==> src/rtl/game_pkg.sv <==
// Shared encodings for the brick-breaker game controller: FSM state codes,
// sound request codes and score limits.
package game_pkg;

    typedef enum logic [2:0] {
        ST_IDLE  = 3'd0,
        ST_SERVE = 3'd1,
        ST_PLAY  = 3'd2,
        ST_MISS  = 3'd3,
        ST_OVER  = 3'd4,
        ST_WIN   = 3'd5
    } state_e;

    localparam logic [2:0] SND_SILENT = 3'b000;
    localparam logic [2:0] SND_MISS   = 3'b100;
    localparam logic [2:0] SND_WIN    = 3'b101;
    localparam logic [2:0] SND_OVER   = 3'b110;

    localparam logic [13:0] SCORE_MAX = 14'd9999;

endpackage

==> src/rtl/edge_detect.sv <==
// Rising-edge detector with one registered stage; the pulse is
// combinational from the live input against the previous sample.
module edge_detect (
    input  logic clk,
    input  logic reset,
    input  logic din_i,
    output logic pe_o
);

    logic din_q;

    always_ff @(posedge clk) begin
        if (reset) begin
            din_q <= 1'b0;
        end else begin
            din_q <= din_i;
        end
    end

    assign pe_o = din_i & ~din_q;

endmodule

==> src/rtl/game_ctrl.sv <==
// Game sequencing FSM: serve delay, miss/lives bookkeeping, saturating score,
// brick-completion win detection and a frame-timed sound request latch.
module game_ctrl
    import game_pkg::*;
#(
    parameter int LIVES_INIT   = 3,
    parameter int SERVE_FRAMES = 60,
    parameter int SCREEN_H     = 480,
    parameter int BALL_SIZE    = 7,
    parameter int NUM_BLOCKS   = 25,
    parameter int SOUND_FRAMES = 8
) (
    input  logic        clk,
    input  logic        reset,
    input  logic        start_btn,
    input  logic        frame_tick,
    input  logic [9:0]  ball_y,
    input  logic        erase_enable,
    input  logic [1:0]  active_data,
    output logic        ball_reset,
    output logic        ball_step,
    output logic [1:0]  lives,
    output logic [13:0] score,
    output logic [2:0]  state,
    output logic [2:0]  sound_code
);

    localparam int SERVE_W = $clog2(SERVE_FRAMES + 1);
    localparam int HOLD_W  = $clog2(SOUND_FRAMES + 1);

    state_e              state_q, state_d;
    logic [1:0]          lives_q, lives_d;
    logic [13:0]         score_q, score_d;
    logic [5:0]          bricks_q, bricks_d;
    logic [SERVE_W-1:0]  serve_q, serve_d;
    logic [2:0]          snd_q, snd_d;
    logic [HOLD_W-1:0]   hold_q, hold_d;

    logic start_pe;
    logic in_play;
    logic play_hit;
    logic hit_full;
    logic [5:0] bricks_inc;
    logic last_brick;
    logic ball_missed;
    logic serve_done;
    logic entering;

    edge_detect u_start_edge (
        .clk   (clk),
        .reset (reset),
        .din_i (start_btn),
        .pe_o  (start_pe)
    );

    assign in_play     = (state_q == ST_PLAY);
    assign play_hit    = in_play & erase_enable;
    assign hit_full    = play_hit & (active_data == 2'd3);
    assign bricks_inc  = bricks_q + {5'd0, hit_full};
    assign last_brick  = hit_full & (bricks_inc == 6'(NUM_BLOCKS));
    assign ball_missed = ball_y > 10'(SCREEN_H - BALL_SIZE);
    assign serve_done  = frame_tick & (serve_q == SERVE_W'(SERVE_FRAMES - 1));

    // State register
    always_ff @(posedge clk) begin
        if (reset) begin
            state_q <= ST_IDLE;
        end else begin
            state_q <= state_d;
        end
    end

    // Next-state logic; a finishing brick outranks a simultaneous miss
    always_comb begin
        state_d = state_q;
        case (state_q)
            ST_IDLE:  if (start_pe) state_d = ST_SERVE;
            ST_SERVE: if (serve_done) state_d = ST_PLAY;
            ST_PLAY: begin
                if (last_brick)       state_d = ST_WIN;
                else if (ball_missed) state_d = ST_MISS;
            end
            ST_MISS:  state_d = (lives_q <= 2'd1) ? ST_OVER : ST_SERVE;
            ST_OVER,
            ST_WIN:   if (start_pe) state_d = ST_IDLE;
            default:  state_d = ST_IDLE;
        endcase
    end

    // Output logic
    always_comb begin
        ball_reset = reset | ~in_play;
        ball_step  = ~reset & in_play & frame_tick;
        state      = state_q;
        lives      = lives_q;
        score      = score_q;
        sound_code = snd_q;
    end

    assign entering = (state_d != state_q);

    always_comb begin
        lives_d  = lives_q;
        score_d  = score_q;
        bricks_d = bricks_q;
        serve_d  = '0;
        snd_d    = snd_q;
        hold_d   = hold_q;

        if (state_q == ST_IDLE && start_pe) begin
            lives_d = 2'(LIVES_INIT);
            score_d = '0;
        end

        if (state_q == ST_MISS) begin
            lives_d = (lives_q <= 2'd1) ? 2'd0 : lives_q - 2'd1;
        end

        if (state_q == ST_SERVE) begin
            serve_d = frame_tick ? serve_q + SERVE_W'(1) : serve_q;
        end

        if (play_hit) begin
            score_d = (score_q >= SCORE_MAX) ? SCORE_MAX : score_q + 14'd1;
        end

        // The datapath rebuilds its wall whenever it is held in reset
        bricks_d = in_play ? bricks_inc : 6'd0;

        if (entering && state_d == ST_MISS) begin
            snd_d  = SND_MISS;
            hold_d = HOLD_W'(SOUND_FRAMES);
        end else if (entering && state_d == ST_WIN) begin
            snd_d  = SND_WIN;
            hold_d = HOLD_W'(SOUND_FRAMES);
        end else if (entering && state_d == ST_OVER) begin
            snd_d  = SND_OVER;
            hold_d = HOLD_W'(SOUND_FRAMES);
        end else if (play_hit) begin
            snd_d  = {1'b0, active_data};
            hold_d = HOLD_W'(SOUND_FRAMES);
        end else if (frame_tick && snd_q != SND_SILENT) begin
            if (hold_q <= HOLD_W'(1)) begin
                snd_d  = SND_SILENT;
                hold_d = '0;
            end else begin
                hold_d = hold_q - HOLD_W'(1);
            end
        end
    end

    always_ff @(posedge clk) begin
        if (reset) begin
            lives_q  <= '0;
            score_q  <= '0;
            bricks_q <= '0;
            serve_q  <= '0;
            snd_q    <= SND_SILENT;
            hold_q   <= '0;
        end else begin
            lives_q  <= lives_d;
            score_q  <= score_d;
            bricks_q <= bricks_d;
            serve_q  <= serve_d;
            snd_q    <= snd_d;
            hold_q   <= hold_d;
        end
    end

endmodule

==> config.mk <==
export PLATFORM = sky130hd
export DESIGN_NAME = game_ctrl
export DESIGN_NICKNAME = d
export VERILOG_FILES = /design/src/rtl/game_pkg.sv /design/src/rtl/edge_detect.sv /design/src/rtl/game_ctrl.sv
export SDC_FILE = /design/constraint.sdc
export NUM_CORES = 1
export LEC_CHECK = 0
export ABC_AREA = 0
export BUFFER_PORTS_ARGS = -buffer_cell sky130_fd_sc_hd__buf_2
export CELL_PAD_IN_SITES_DETAIL_PLACEMENT = 0
export CELL_PAD_IN_SITES_GLOBAL_PLACEMENT = 1
export CORE_ASPECT_RATIO = 0.5
export CORE_UTILIZATION = 45
export CTS_BUF_LIST = sky130_fd_sc_hd__clkbuf_8
export DETAILED_ROUTE_END_ITERATION = 8
export PLACE_DENSITY = 0.88
export SYNTH_ARGS = -nofsm -noshare
export SYNTH_HDL_FRONTEND = slang
export SYNTH_SLANG_ARGS = --single-unit
==> constraint.sdc <==
create_clock -name clk -period 7.18 [get_ports clk]
set_input_delay 0.718 -clock clk [delete_from_list [all_inputs] [get_ports clk]]
set_output_delay 0.718 -clock clk [all_outputs]
set_load 0.01 [all_outputs]
==> results.cfg, run 1 <==
[grt]
grt.total_usage = 0.2118
grt_max_degree = 31
antenna_found_initial = 0
grt_remaining_overflow = 0
grt_pass1_vias = 1786
grt_pass1_wl_mm = 8.211

[die]
start_util = 0.4967
dieWidth_um = 97.65
die_h_um = 49.82
dieArea_um2 = 4865
core_area_um2 = 4144
pin_count = 41
num_rows = 16

[timing]
setup_viol = 0
fin_skew_ns = 0.009319
fin_crit_sh = 0.4117
rsz0062_at_grt = false
finalSetupTns_ns = 0
tightest_slew_ns = 1.046
slew_violations = 0
max-slew-margin-rel = 0.2963
period_minus_slack_ns = 2.956
hold_viol_final = 0
fmax_mhz = 338.3
holdWs_ns = 0.4902

[worst_setup_path]
critPathLaunch = state[2]$_SDFF_PP0_
crit_arrival_ns = 3.15
worst-r2r-cell-count = 10
timing.rr.start = state[2]$_SDFF_PP0_
worst_path_max_delay_cell = dfxtp_1
cp_max_fo = 17
path_cells = nor4bb_2, buf_4, and3_1, ha_1, ha_1, nor3b_1, nand4_1, o32ai_4, nor4_4, o21a_1
timing.critical_path.mode_cell = ha_1
cp-start-kind = flop
end_kind = flop
slowest_delay_ns = 0.47
required_ns = 7.38
critPathKind = reg2reg

[min_path]
worstHoldPathCells = 2
min_from = score[13]$_SDFFE_PP0P_
min_path_type = reg2reg

[cts]
clock_path_buffers = 2
cts.reportedPaths.clkPinSlew_ns = 0.09
h-tree-depth = 2
ctsResizeCount = 0
clock_latency_ns = 0.30
post_cts_buffers = 0
cts_root_buf = clkbuf_8
cts_tree = done
cts_buffers = 5
hold_buffers = 0
clkSinkCount = 39

[logic_synthesis]
synth-main-ff-cell = dfxtp_1
avgSynthCellArea_um2 = 8.401
synth.top_cell.area_share = 0.3793
seq_area_frac_synth = 0.3793
synth-edff-count = 0
yosysWarnings = 0
synth_area_leaders = dfxtp_1 38%, nor2_1 4.2%, a31oi_1 3.6%, ha_1 3.6%, nor3_1 3.4%
synth_cell_types = 49
yosys.area.top_type = dfxtp_1
synthArstFlopShare = 0
synth_cells = 245
ys_ff_latch = 39
syn_area_um2 = 2058
netlist_top_cells_count = 39 x dfxtp_1, 23 x nor2_1, 16 x nand2_1
syn_nets = 268
synth_most_common_cell = dfxtp_1

[finish]
nNetsFinal = 306
fillers = 404
stdcell_count = 338
drive_gt1_frac = 0.1866
insertedDiodeCount = 0
final_area_um2 = 2427
syn_to_final_growth_pct = 17.93

[place]
placed_cells = 330
portBuffers = 40
hpwl_mm = 3.530
finalWeightedCongestion = 0.8132
dpl_cell_area_um2 = 2291

[status]
failed_checks = design-rule violations
status = complete, but fails checks

[route]
dr.pass1.iters = 6
wirelength_mm = 4.900
wire_per_inst_um = 14.50
viasPerCell = 5.864
drc = 4
ant_nets = 0
dr_total_vias = 1982
detail_route.iter0.violations = 98

[flow_run]
drv_cap = 0

[pwr]
leakage_nw = 0.9594
power_density_nw_per_um2 = 192.2
peakVddDrop_mv = 0.09447
==> sequential cells by signal (all words and copies together), names as in the netlist <==
register	cells
u_start_edge.din_q	1
hold_q	4
state	3
sound_code	3
score	14
serve_q	6
bricks_q	6
lives	2
==> area by class of cell <==
cell class	count	area, um2	area share
multi-input combinational	187	1201	0.4948
sequential	39	780.7	0.3216
timing repair buffer	41	207.7	0.08557
clock buffer	5	68.82	0.02835
clock inverter	3	67.56	0.02784
tap	54	67.56	0.02784
inverter	9	33.78	0.01392
==> per-layer routing <==
layer / track usage / part of all wire / up-vias
li1: - / - / 999
met1: 0.2872 / 0.50 / 941
met2: 0.3404 / 0.45 / 35
met3: 0.05106 / 0.033 / 7
met4: 0.05303 / 0.0094 / 0
met5: 0 / 0 / -
==> worst paths after layout <==
| check | end | slack [ns] |
|---|---|---|
| max | sound_code[0]$_SDFFE_PP0P_ | 4.22 |
| min | score[13]$_SDFFE_PP0P_ | 0.49 |
| max reg2reg | sound_code[0]$_SDFFE_PP0P_ | 4.22 |
| min reg2reg | score[13]$_SDFFE_PP0P_ | 0.49 |
==> logic make-up after synthesis <==
| logic type | synth area share |
|---|---|
| xor+xnor | 0.04681 |
| flops | 0.3793 |
| mux | 0.004863 |
| buf+inv | 0.04012 |
| simple gates | 0.3027 |
| compound gates | 0.1897 |
| fa+ha+maj | 0.03647 |
==> stage by stage <==
stage	utilization	setup WS (ns)	total power, mW
4_1_cts	0.5857	4.237	0.4707
2_1_floorplan	-	4.097	0.2393
5_1_grt	0.5857	3.968	0.4821
3_5_place_dp	0.5528	3.925	0.2496
6_report	0.5857	4.224	0.4665
3_3_place_gp	0.5528	4.043	0.2490
==> where the power goes <==
part	switching (mW)	leakage [nW]	internal, mW
registers	0.00282	0.315	0.218
logic	0.0140	0.580	0.00957
clock network	0.0833	0.0644	0.139
==> critical path, delay by kind of cell (launching register included) <==
| family | cells | cell delay (ns) |
|---|---|---|
| flip-flops | 1 | 0.47 |
| AND/OR/NAND/NOR | 5 | 1.04 |
| adder cells (fa/ha/maj) | 2 | 0.42 |
| AO/OA/AOI/OAI | 2 | 0.66 |
| buffers and inverters | 1 | 0.25 |
==> cell usage in the layout, fill, tap and decap left out, types with 5 or more instances in the layout <==
| cell | Yosys | final |
|---|---|---|
| or4_1 | 8 | 8 |
| or3_1 | 5 | 5 |
| inv_1 | 9 | 9 |
| a21oi_1 | 12 | 12 |
| nand3_1 | 10 | 10 |
| buf_2 | 3 | 40 |
| a31oi_1 | 12 | 12 |
| xor2_1 | 8 | 8 |
| nand2_1 | 16 | 16 |
| dfxtp_1 | 39 | 39 |
| nor3_1 | 14 | 14 |
| nand4_1 | 6 | 6 |
| and3_1 | 5 | 5 |
| clkbuf_8 | 0 | 5 |
| o21ai_0 | 11 | 11 |
| nor4_1 | 6 | 6 |
| nor2_1 | 23 | 23 |
| ha_1 | 6 | 6 |
No activity file was read; power rests on OpenSTA's default activity.
==> run 2: changes to the inputs <==
--- a/config.mk
+++ b/config.mk
@@ -10,10 +10,10 @@
 export CELL_PAD_IN_SITES_DETAIL_PLACEMENT = 0
 export CELL_PAD_IN_SITES_GLOBAL_PLACEMENT = 1
 export CORE_ASPECT_RATIO = 0.5
-export CORE_UTILIZATION = 45
+export CORE_UTILIZATION = 38
 export CTS_BUF_LIST = sky130_fd_sc_hd__clkbuf_8
 export DETAILED_ROUTE_END_ITERATION = 8
-export PLACE_DENSITY = 0.88
+export PLACE_DENSITY = 0.79
 export SYNTH_ARGS = -nofsm -noshare
 export SYNTH_HDL_FRONTEND = slang
 export SYNTH_SLANG_ARGS = --single-unit
==> constraint.sdc (replaced) <==
create_clock -name clk -period 2.6 [get_ports clk]
set_input_delay 0.26 -clock clk [delete_from_list [all_inputs] [get_ports clk]]
set_output_delay 0.26 -clock clk [all_outputs]
set_load 0.01 [all_outputs]
==> run 2 against run 1 <==
Net effect: the run now ends clean; routed wire length increased by 5.3%; fmax increased by 22%; register-to-register slack worse by 4.1 ns; first-iteration DRC count is 2.0% lower; critical path type unchanged.
==> results.cfg, run 2 (synthesis results as in run 1) <==
[place]
finalWeightedCongestion = 0.7523
dpl_cell_area_um2 = 2391
hpwl_mm = 3.691
portBuffers = 40

[pwr]
p_total_mw = 1.085
leakage_nw = 0.9900
clock_power_share = 0.372
power_density_nw_per_um2 = 425.7
power_frac_seq = 0.561
power.switching_mw = 0.2682
internal_power_mw = 0.8167
switching_share = 0.2472
peakVddDrop_mv = 0.1607
pwr-share-comb = 0.067

[grt]
grt_remaining_overflow = 0
grt.total_usage = 0.1821
grt_pass1_wl_mm = 8.045
antenna_found_initial = 0
grt_pass1_vias = 1697
grt_max_degree = 31

[cts]
clkSinkCount = 39
cts_tree = done
post_cts_buffers = 0
h-tree-depth = 2
clock_path_buffers = 2
cts_root_buf = clkbuf_8
cts_buffers = 5
cts.reportedPaths.clkPinSlew_ns = 0.08
clock_latency_ns = 0.29

[worst_setup_path]
end_kind = flop
cp-start-kind = flop
cp_num_buf_inv = 0
path_cells = nor4bb_4, and3_4, ha_4, ha_4, nor3b_2, nand4_1, o32ai_4, nor4_4, o21a_1
cp_top_family = simple AND/OR/NAND/NOR gates
crit_arrival_ns = 2.63
critPathLaunch = state[2]$_SDFF_PP0_
critPathKind = reg2reg
required_ns = 2.80
timing.critical_path.mode_cell = ha_4
cp_max_fo = 4
timing.rr.start = state[2]$_SDFF_PP0_
worst_path_max_delay_cell = o32ai_4
slowest_delay_ns = 0.39

[route]
wire_per_inst_um = 14.17
drc = 0
detail_route.iter0.violations = 96
dr_total_vias = 2015
dr.pass1.iters = 4
wirelength_mm = 5.158
ant_nets = 0
viasPerCell = 5.536

[flow_run]
drv_cap = 0

[timing]
rsz0062_at_grt = false
period_minus_slack_ns = 2.429
finalSetupTns_ns = 0
setup_viol = 0
tightest_slew_ns = 0.5386
max-slew-margin-rel = 0.6409
fmax_mhz = 411.7
hold_viol_final = 0
slew_violations = 0
fin_skew_ns = 0.006790
fin_crit_sh = 0.9343

[status]
status = complete, no violations

[finish]
drive_gt1_frac = 0.2483
insertedDiodeCount = 0
nNetsFinal = 316
layout_commonest_cell = buf_2
final_util = 0.5030
largest_register_ffs = 14
final_cell_mix = 40 x buf_2, 36 x dfxtp_1, 23 x nor2_1
final_area_um2 = 2549
syn_to_final_growth_pct = 23.83

[die]
core_area_um2 = 5067
dieWidth_um = 106.1
dieArea_um2 = 5733
pin_count = 41
num_rows = 18
die_h_um = 54.04
start_util = 0.4062

[min_path]
min_path_type = in2reg
min_from = start_btn
run 2: per-layer routing:
metal	routed length [um]	up-vias	share of wire	track usage
met5	0	-	0	0
met1	2481	939	0.48	0.2310
met4	47	0	0.0091	0.04167
met3	288	7	0.056	0.04116
met2	2341	61	0.45	0.3235
li1	-	1008	-	-
run 2: layout make-up:
type,instances,area (um2)
clock buffer,5,68.82
clock inverter,3,16.27
fill,500,2519
inverter,9,33.78
multi-input combinational,187,1271
sequential,39,784.5
tap,70,87.58
timing repair buffer,51,286.5
run 2: worst reg2reg max path, delay by kind of cell, from the launching register on:
family / cells / cell delay [ns]
fa+ha+maj: 2 / 0.35
simple gates: 5 / 1.08
compound gates: 2 / 0.57
flops: 1 / 0.34
run 2: worst paths after layout:
| path | to | slack, ns | cells past startpoint |
|---|---|---|---|
| setup reg to reg | sound_code[0]$_SDFFE_PP0P_ | 0.17 | 9 |
| hold reg to reg | score[13]$_SDFFE_PP0P_ | 0.50 | 2 |
| setup / recovery | sound_code[0]$_SDFFE_PP0P_ | 0.17 | 9 |
| hold / removal | u_start_edge.din_q$_SDFF_PP0_ | 0.21 | 2 |
run 2: stage by stage:
step	std cells	hold slack, ns	setup WS (ns)
floorplan	245	0.3882	0.01795
CTS	364	0.2091	0.02432
finish	364	0.2106	0.1709
detailed placement	356	0.4875	-0.02390
global placement	356	0.4724	0.09675
global route	364	0.2475	0.01573
run 2: power by group through the flow:
stage               Sequential, mW  Clock (mW)  Combinational (mW)
CTS                          0.608       0.418              0.0733
floorplan                    0.625           0              0.0377
global route                 0.610       0.439              0.0796
detailed placement           0.622           0              0.0728
finish                       0.609       0.404              0.0722
global placement             0.622           0              0.0725
run 2: what timing repair did:
item / 4_1_cts / 5_1_grt
pin swaps: 0 / 8
resized for setup: 1 / 11
endpoints found under the setup margin: 1 / 10
hold buffers: 0 / 0
cloned: 0 / 0
